$ cat config.mk
export PLATFORM = sky130hd
export DESIGN_NAME = uart_rx_byte_fifo
export DESIGN_NICKNAME = d
export VERILOG_FILES = /design/src/rtl/uart_rx_byte_fifo.sv
export SDC_FILE = /design/constraint.sdc
export NUM_CORES = 1
export LEC_CHECK = 0
export ABC_AREA = 1
export CAP_MARGIN = 10
export CORE_MARGIN = 2
export CORE_UTILIZATION = 38
export DETAILED_ROUTE_END_ITERATION = 12
export PLACE_DENSITY_LB_ADDON = 0.08
export SLEW_MARGIN = 20
export SYNTH_ARGS = -nofsm -noshare
export SYNTH_HDL_FRONTEND = slang
export SYNTH_SLANG_ARGS = --single-unit
$ cat constraint.sdc
create_clock -name clock_12MHz -period 3.2 [get_ports clock_12MHz]
set_clock_uncertainty 0.15 [all_clocks]
set_input_delay 0.96 -clock clock_12MHz [delete_from_list [all_inputs] [get_ports clock_12MHz]]
set_output_delay 0.96 -clock clock_12MHz [all_outputs]
set_load 0.02 [all_outputs]
$ cat src/rtl/uart_rx_byte_fifo.sv
// ============================================================================
// uart_rx_byte_fifo
// ----------------------------------------------------------------------------
// Byte buffer sitting directly behind the UART receiver. Bytes arrive over the
// receiver's data/data_valid/ready handshake, are stored in a circular buffer
// of DEPTH = 2**ADDR_W entries and are presented first-word-fall-through on a
// valid/ready port. The receiver is never stalled: a byte that arrives while
// the buffer is full is dropped and the sticky overflow flag is raised.
//
// Parameters
//   ADDR_W          log2 of storage depth (>= 1)
//
// Ports
//   clock_12MHz     in   1         system clock, sole clock domain
//   reset           in   1         synchronous, active-high reset
//   in_data         in   8         byte from receiver
//   in_valid        in   1         receiver data_valid
//   in_ready        out  1         single-cycle accept pulse to receiver
//   out_data        out  8         head-of-queue byte (valid while out_valid)
//   out_valid       out  1         queue non-empty
//   out_ready       in   1         consumer takes head byte on valid & ready
//   count           out  ADDR_W+1  bytes currently stored, 0..DEPTH
//   overflow        out  1         sticky, set when a byte is dropped
//   overflow_clear  in   1         clears overflow (a same-cycle drop wins)
//
// Optional feature (macro UART_RX_FIFO_STATS_EN)
//   rx_total        out  16        bytes stored since reset (wrapping)
//   rx_drops        out  16        bytes dropped since reset (wrapping)
// ============================================================================
module uart_rx_byte_fifo #(
    parameter int ADDR_W = 4
) (
    input  logic              clock_12MHz,
    input  logic              reset,
    input  logic [7:0]        in_data,
    input  logic              in_valid,
    output logic              in_ready,
    output logic [7:0]        out_data,
    output logic              out_valid,
    input  logic              out_ready,
    output logic [ADDR_W:0]   count,
    output logic              overflow,
    input  logic              overflow_clear
`ifdef UART_RX_FIFO_STATS_EN
    ,
    output logic [15:0]       rx_total,
    output logic [15:0]       rx_drops
`else
    // statistics ports are absent in this build
`endif
);

    localparam int               DEPTH   = 1 << ADDR_W;
    localparam logic [ADDR_W:0]  DEPTH_C = {1'b1, {ADDR_W{1'b0}}};

    // Receiver handshake: IDLE sees data_valid, ACK drives the one-cycle
    // ready pulse (and is the cycle in which the byte is taken), HOLD skips
    // the cycle in which the receiver still holds data_valid high.
    typedef enum logic [1:0] {
        ST_IDLE = 2'd0,
        ST_ACK  = 2'd1,
        ST_HOLD = 2'd2
    } hs_state_t;

    hs_state_t          state_q, state_d;

    logic [7:0]         mem [DEPTH];
    logic [ADDR_W-1:0]  wr_ptr_q, wr_ptr_d;
    logic [ADDR_W-1:0]  rd_ptr_q, rd_ptr_d;
    logic [ADDR_W:0]    count_q, count_d;
    logic               overflow_q, overflow_d;
    logic [7:0]         out_data_q;

    logic               push;
    logic               pop;
    logic               full;
    logic               store;
    logic               drop;
    logic               bypass;

    // ------------------------------------------------------------------
    // Next-state logic
    // ------------------------------------------------------------------
    always_comb begin
        state_d    = state_q;
        wr_ptr_d   = wr_ptr_q;
        rd_ptr_d   = rd_ptr_q;
        count_d    = count_q;
        overflow_d = overflow_q;

        unique case (state_q)
            ST_IDLE: if (in_valid) state_d = ST_ACK;
            ST_ACK:  state_d = ST_HOLD;
            ST_HOLD: state_d = ST_IDLE;
            default: state_d = ST_IDLE;
        endcase

        push  = (state_q == ST_ACK);
        pop   = (count_q != '0) && out_ready;
        full  = (count_q == DEPTH_C);
        // A pop in the same cycle frees the slot a full queue would lack.
        store = push && (!full || pop);
        drop  = push && full && !pop;

        if (store) wr_ptr_d = wr_ptr_q + ADDR_W'(1);
        if (pop)   rd_ptr_d = rd_ptr_q + ADDR_W'(1);

        case ({store, pop})
            2'b10:   count_d = count_q + (ADDR_W+1)'(1);
            2'b01:   count_d = count_q - (ADDR_W+1)'(1);
            default: count_d = count_q;
        endcase

        // A drop in the same cycle as a clear leaves the flag set.
        if (drop)
            overflow_d = 1'b1;
        else if (overflow_clear)
            overflow_d = 1'b0;

        // The next head slot is being written this very cycle: the array
        // read would return the old contents, so forward the incoming byte.
        bypass = store && (wr_ptr_q == rd_ptr_d);
    end

    // ------------------------------------------------------------------
    // Control registers
    // ------------------------------------------------------------------
    always_ff @(posedge clock_12MHz) begin
        if (reset) begin
            state_q    <= ST_IDLE;
            wr_ptr_q   <= '0;
            rd_ptr_q   <= '0;
            count_q    <= '0;
            overflow_q <= 1'b0;
        end else begin
            state_q    <= state_d;
            wr_ptr_q   <= wr_ptr_d;
            rd_ptr_q   <= rd_ptr_d;
            count_q    <= count_d;
            overflow_q <= overflow_d;
        end
    end

    // ------------------------------------------------------------------
    // Storage array: write port plus a registered read of the *next* head
    // address, which keeps the output first-word-fall-through.
    // ------------------------------------------------------------------
    always_ff @(posedge clock_12MHz) begin
        if (store && !reset)
            mem[wr_ptr_q] <= in_data;
    end

    always_ff @(posedge clock_12MHz) begin
        if (reset)
            out_data_q <= 8'h00;
        else if (bypass)
            out_data_q <= in_data;
        else
            out_data_q <= mem[rd_ptr_d];
    end

`ifdef UART_RX_FIFO_STATS_EN
    // ------------------------------------------------------------------
    // Statistics counters, independent of overflow_clear
    // ------------------------------------------------------------------
    logic [15:0] rx_total_q, rx_total_d;
    logic [15:0] rx_drops_q, rx_drops_d;

    always_comb begin
        rx_total_d = rx_total_q;
        rx_drops_d = rx_drops_q;
        if (store) rx_total_d = rx_total_q + 16'd1;
        if (drop)  rx_drops_d = rx_drops_q + 16'd1;
    end

    always_ff @(posedge clock_12MHz) begin
        if (reset) begin
            rx_total_q <= 16'd0;
            rx_drops_q <= 16'd0;
        end else begin
            rx_total_q <= rx_total_d;
            rx_drops_q <= rx_drops_d;
        end
    end

    assign rx_total = rx_total_q;
    assign rx_drops = rx_drops_q;
`else
    // no statistics counters in this build
`endif

    // ------------------------------------------------------------------
    // Outputs
    // ------------------------------------------------------------------
    assign in_ready  = (state_q == ST_ACK);
    assign out_data  = out_data_q;
    assign out_valid = (count_q != '0);
    assign count     = count_q;
    assign overflow  = overflow_q;

endmodule

==> Yosys cells after proc, flatten, opt, wreduce, memory -nomap -nowiden <==
Memory sizes are Yosys's and may differ from the RTL's. A register that Yosys moved wholly into a read port is not among the register bits.
Index checks and enable logic that the tools add are counted.
{ "totals": {"word_cells": 36, "ram_bits": 128, "out_inout_bits": 16, "reg_bits": 16, "mem_count": 1} }
{ "memory_table": {"columns": ["memory", "depth", "width", "read_ports", "rd_ports_with_merged_regs", "wr", "line", "text"], "rows": [
  ["mem", 16, 8, 1, 1, 1, "67", "logic [7:0] mem [DEPTH];"]
]} }
{ "classes": {"muxes": 8, "add_sub_neg": 4, "n_reduce_logical": 13, "n_eq_ne": 5} }
{ "ops": {"columns": ["operator", "count"], "rows": [
  ["case mux 5 bit (2 select lines)", 1],
  ["adder 4 x 1 -> 4 bit, second input constant", 2],
  ["adder 5 x 1 -> 5 bit, second input constant", 1],
  ["equality test 5 bit, second input constant", 1],
  ["logical AND 1 bit", 5],
  ["nonzero test 5 bit", 1],
  ["subtractor 5 x 1 -> 5 bit, second input constant", 1],
  ["equality test 2 x 1 -> 1 bit, second input constant", 2],
  ["two-way mux 1 bit", 4],
  ["two-way mux 4 bit", 1],
  ["case mux 2 bit (2 select lines)", 1],
  ["nonzero test 2 bit", 2],
  ["zero test 1 bit", 3],
  ["equality test 2 bit, second input constant", 1],
  ["zero test 2 bit", 1],
  ["two-way mux 2 bit", 1],
  ["!= test 2 bit, second input constant", 1],
  ["logical OR 1 bit", 1]
]} }

==> Depth between registers and ports, before layout <==
Gate-level depths: netlist (run 1).
{ "depth": {"depth_word": 7, "ltp_mapped": 15, "depth_no_buf": 15} }

==> Least setup slack after synthesis (run 1) <==
No wires, ideal clock.
{ "synth_path": {"path_kind": "input to register", "from": "input port reset", "to": "memory mem[0][0] (enable)", "setup_slack_ps": 751, "t_arrival_ps": 1929, "path_stages": 4, "path_buffers": 1, "setup_time_ps": 370, "path_cell_list": "clkbuf_1 > nor3_2 > nand2_1 > nor2_1"} }
{ "synth_between": {"elab_chain_cells": 4} }
{ "synth_rtl": {"columns": ["item", "line", "text"], "rows": [
  ["from (decl)", "34", "input logic reset,"],
  ["zero test 1 bit", "149", "if (store && !reset)"],
  ["logical AND 1 bit", "149", null],
  ["two-way mux 1 bit", "149", null],
  ["two-way mux 1 bit (not written as such)", "150", "mem[wr_ptr_q] <= in_data;"],
  ["to (decl)", "67", null]
]} }
No other way between the ends.

==> Worst setup path after layout (run 1) <==
{ "layout_path": {"from": "register count_q[0] (netlist: count[0])", "to": "output port out_valid"} }
{ "layout_between": {"elab_chain_cells": 1} }
{ "layout_rtl": {"columns": ["item", "line", "text"], "rows": [
  ["from (decl)", "70", "logic [ADDR_W:0] count_q, count_d;"],
  ["from (signal assigned)", "139", "count_q <= count_d;"],
  ["nonzero test 5 bit", "197", "assign out_valid = (count_q != '0);"],
  ["to (decl)", "39", "output logic out_valid,"]
]} }
No other way between the ends.

==> flow_summary.toml, run 1 <==
[status]
status = "finished, final reports clean"

[place]
dp_hpwl_um = 12000
pre_cts_ws_ps = 83.2
gp_congestion = 0.927
place_area_um2 = 7800
portBuffers = 28

[yosys]
yosysTopAreaCellShare = 0.550
synth_cells = 708
synthArstFlopShare = 0
ys_seq_elements = 152
netlist_top_cells_count = "nand3_1 (164), edfxtp_1 (128), inv_1 (126), nand2_1 (107), nor2_1 (43)"
synth-main-ff-cell = "edfxtp_1"
yosysTopAreaCell = "edfxtp_1"
syn_avg_cell_area_um2 = 9.87
ys_seq_area_frac = 0.619
synth_nets = 727
ys_top_cells_by_area = "edfxtp_1 (55%), nand3_1 (12%), dfxtp_1 (6.9%)"
ys_warn_count = 0
synth_edf_count = 128
yosysUniqueCellTypes = 29
synth.most_common_cell = "nand3_1"
synth_area_um2 = 6990

[drt]
routedWlPerCell_um = 18.2
dr.max_layer_used = "met4"
dr_wl_met2_um = 8600
drt.antenna.violating_nets = 0
met1Wirelength_um = 8670
drt_first_pass_iters = 6
drc_errors = 0
route.met3.wl_um = 782
totalWireLength_um = 18400
vias = 5002
drt_iter0_markers = 416
via_per_inst = 4.97

[grt]
grt-ovfl-total = 0
grt_max_degree = 65
antenna_found_initial = 0
grt_pass1_vias = 4931
grt_pass1_wl_um = 28700
track_usage = 0.197

[layout]
fin_area_um2 = 8410
final_layout_size_suffix_gt1_frac = 0.122
diodes = 0
fin_util = 0.467
final_nets = 784
n_fill_cell = 1724
area_delta_synth_final_pct = 20.4

[timing]
min_period_ps = 2830
finalMaxSlewViolations = 0
final-setup-viol-count = 0
fmax_ghz = 0.354
relSlewSlack = 0.563
setup_tns_ps = 0
rsz0062_at_grt = "false"
worst_pin_slew_ps = 653
hold_viol = 0
fin_ws_ps = 373
min_period_over_period = 0.883

[clocking]
cts_tree = "yes"
cts.clk_slew.worst_paths_ps = 70
clock-sinks = 152
htreeDepth = 4
clockBufferDepth = 2
numCtsBuffers = 17
ctsHoldBuffers = 0
postCtsSetupRepairBufs = 0
cts-root-buf = "clkbuf_16"
clock_latency_ps = 430
cts.repair.resized = 0

[die]
rows = 49
core_um2 = 18000
num_io_pins = 29
die_h_um = 140
initial_core_util = 0.388
die-width_um = 140
dieArea_um2 = 19500

[hold_path]
hp-class = "reg -> reg"

[pwr]
p_clk_frac = 0.287
switching_share = 0.381
vdd_drop_max_mv = 0.454
switchingPower_w = 0.00278
comb_power_share = 0.394
seqPwrFrac = 0.319
internal_power_w = 0.00453
power_density_nw_per_um2 = 869
power_leakage_nw = 3.53
p_total_w = 0.00731

[critical_path]
crit_required_ps = 2090
r2r_setup_slack_ps = 980
start_kind = "flip-flop"
crit_path_end_kind = "primary output"
crit_arrival_ps = 1720
cp_max_fo = 6
crit_type = "reg -> out"

[run]
drv_cap = 0
==> state kept, by name, summed over array words and instances, names as in the netlist <==
register and flops:
state_q 2, wr_ptr_q 4, out_data 8, overflow 1, rd_ptr_q 4, count 5
mem 128
==> power groups by stage <==
stage	Clock (W)	Sequential, W	Combinational, W
after floorplan	0	0.00242	0.00181
final	0.00210	0.00233	0.00288
after CTS	0.00214	0.00233	0.00290
after global placement	0	0.00237	0.00287
after global routing	0.00222	0.00234	0.00319
after detailed placement	0	0.00237	0.00289
==> metrics by stage <==
stage	hold slack, ps	cells
6_report	270	1007
3_3_place_gp	256	975
2_1_floorplan	245	708
5_1_grt	289	1007
4_1_cts	271	1007
3_5_place_dp	261	975
==> area by class of cell <==
type	instances	area (um2)	share of cell area
Tap cell	229	287	0.0341
Clock inverter	15	188	0.0223
Timing Repair Buffer	71	703	0.0836
Clock buffer	17	425	0.0506
Sequential cell	152	4320	0.514
Inverter	128	483	0.0574
Multi-Input combinational cell	395	2000	0.238
==> kinds of logic after synthesis <==
group	after synthesis	share of synthesized area
adder cells (fa/ha/maj)	6	0.0107
XOR/XNOR	4	0.00501
flip-flops	152	0.619
AO/OA/AOI/OAI	20	0.0150
AND/OR/NAND/NOR	365	0.255
buffers and inverters	161	0.0958
==> critical path, cell delays in order (launching register included) <==
cell and delay, ps:
dfxtp_1 460, nor2_2 100, nand3_4 100, clkdlybuf4s50_1 630
==> path summary, 6_finish.rpt <==
check / startpoint / end / cells past startpoint
worst max-delay path: count[0] / out_valid / 3
worst min register to register: state_q[0] / state_q[0] / 1
worst min-delay path: state_q[0] / state_q[0] / 1
worst max register to register: count[0] / count[4] / 15
==> placed cells by master, fill, tap and decap left out, types with 3 or more instances in the layout <==
master,n
nand2_2,3
nor2_2,7
edfxtp_1,128
bufinv_16,3
a21oi_1,8
inv_6,6
nand2_4,3
ha_1,6
nand3_1,163
dfxtp_1,24
nand2_1,106
inv_1,126
buf_12,8
nand3b_1,32
nor2_1,43
clkinvlp_4,3
buf_4,35
clkdlybuf4s50_1,28
o21ai_0,9
clkbuf_16,17
==> metal layers <==
metal | global-route usage | up-vias
li1 | - | 2466
met1 | 0.271 | 2405
met2 | 0.316 | 113
met3 | 0.0437 | 18
met4 | 0.0584 | 0
met5 | 0 | -
(Power assumes the default switching activity.)
==> run 2: changes to the inputs <==
- SLEW_MARGIN: 20 -> not set
==> results of run 2 <==
Final layout, timing and power as in run 1 (identical DEF).
==> run 3: changes to the inputs <==
- ABC_CLOCK_PERIOD_IN_PS: not set -> 3200
- CORE_MARGIN: 2 -> not set
- PLACE_DENSITY_LB_ADDON: 0.08 -> 0.3
==> run 3 against run 2 <==
Net effect: count of clock-buffer cells in the layout grew 2; non-clock buffer count is the same; register-to-register slack gained 30 ps; clock power grew 6%; wire length shrank 10%; first-iteration DRC count shrank 7.7%; sequential power is essentially flat; critical path type unchanged; critical endpoint unchanged; largest power group unchanged.
==> flow_summary.toml, run 3 (synthesized netlist as in run 1, its figures left out) <==
[status]
status = "finished, final reports clean"

[pwr]
power_density_nw_per_um2 = 877
vdd_drop_max_mv = 0.469
power_leakage_nw = 3.53

[clocking]
cts-root-buf = "clkbuf_16"
clock-sinks = 152
postCtsSetupRepairBufs = 0
ctsHoldBuffers = 0
htreeDepth = 4
clock_latency_ps = 430
clockBufferDepth = 2
numCtsBuffers = 17
cts.clk_slew.worst_paths_ps = 60
cts.repair.resized = 0
cts_tree = "yes"

[timing]
min_period_over_period = 0.870
worst_pin_slew_ps = 846
min_period_ps = 2780
fmax_ghz = 0.359
setup_tns_ps = 0
hold_viol = 0
relSlewSlack = 0.434
whs_ps = 261
final-setup-viol-count = 0
rsz0062_at_grt = "false"
finalMaxSlewViolations = 0

[drt]
routedWlPerCell_um = 16.4
vias = 4975
via_per_inst = 4.94
drt_first_pass_iters = 4
totalWireLength_um = 16500
drc_errors = 0
drt.antenna.violating_nets = 0
drt_iter0_markers = 384

[die]
num_io_pins = 29
initial_core_util = 0.389
die-width_um = 138
die_h_um = 138
dieArea_um2 = 18900
core_um2 = 18000
rows = 49

[grt]
grt_max_degree = 48
antenna_found_initial = 0
track_usage = 0.191
grt-ovfl-total = 0
grt_pass1_vias = 4488
grt_pass1_wl_um = 26000

[critical_path]
crit_required_ps = 2090
start_kind = "flip-flop"
crit_arrival_ps = 1670
r2r_start = "count[2]"
crit_type = "reg -> out"
r2r_setup_slack_ps = 1010
r2r_end = "out_data[6]"
crit_path_end_kind = "primary output"
r2r_cells = 13
cp_max_fo = 6

[layout]
largest_reg_flops = 128
final_layout_size_suffix_gt1_frac = 0.118
mostFrequentLayoutCells = "nand3_1 (163), edfxtp_1 (128), inv_1 (126)"
regMostFlops = "mem"
finalNonFillerCells = 1007
fin_util = 0.470
layout_commonest_cell = "nand3_1"
area_delta_synth_final_pct = 20.7
final_nets = 784

[hold_path]
hold_start = "state_q[0]"
hp-class = "reg -> reg"
hold_depth = 1
holdPathEnd = "state_q[0]"

[place]
dp_hpwl_um = 10900
dp.cells = 975
gp_congestion = 0.869
portBuffers = 28

[run]
drv_cap = 0
## run 3: stage by stage
step | worst slack (ps) | instance area, um2 | total power (W)
4_1_cts | 391 | 8430 | 0.00743
5_1_grt | 315 | 8430 | 0.00782
3_5_place_dp | 139 | 7770 | 0.00520
2_1_floorplan | 751 | 6990 | 0.00424
6_report | 415 | 8430 | 0.00740
3_3_place_gp | 141 | 7770 | 0.00519
## run 3: routing by layer
metal / up-vias / routed length [um] / global-route usage
li1: 2468 / - / -
met1: 2348 / 7860 / 0.271
met2: 139 / 7560 / 0.284
met3: 20 / 804 / 0.0419
met4: 0 / 316 / 0.0672
met5: - / 0 / 0
## run 3: where the power goes
part	internal [W]	switching, W	leakage, nW
logic	0.00103	0.00181	1.88
clock network	0.00146	0.000775	0.309
registers	0.00224	0.0000868	1.35
## run 3: worst max-delay path: stages, from the launching register on
cell	delay, ps
dfxtp_1	440
nor2_2	100
nand3_4	110
clkdlybuf4s50_1	610
## run 3: how the worst max path moves through the flow
stage	from	slack [ps]	end
after floorplan	reset	750	mem[0][0]
after global placement	out_ready	140	out_data[3]
after detailed placement	out_ready	140	out_data[3]
after CTS	count[2]	390	out_valid
after global routing	count[2]	310	out_valid
final	count[2]	420	out_valid
## run 3: final cells by class
type,instances,area [um2]
timing repair buffer,71,678
clock buffer,19,433
antenna,1,2.50
multi-input combinational,395,2000
fill,1671,9530
tap,229,287
clock inverter,12,225
inverter,128,483
sequential,152,4320
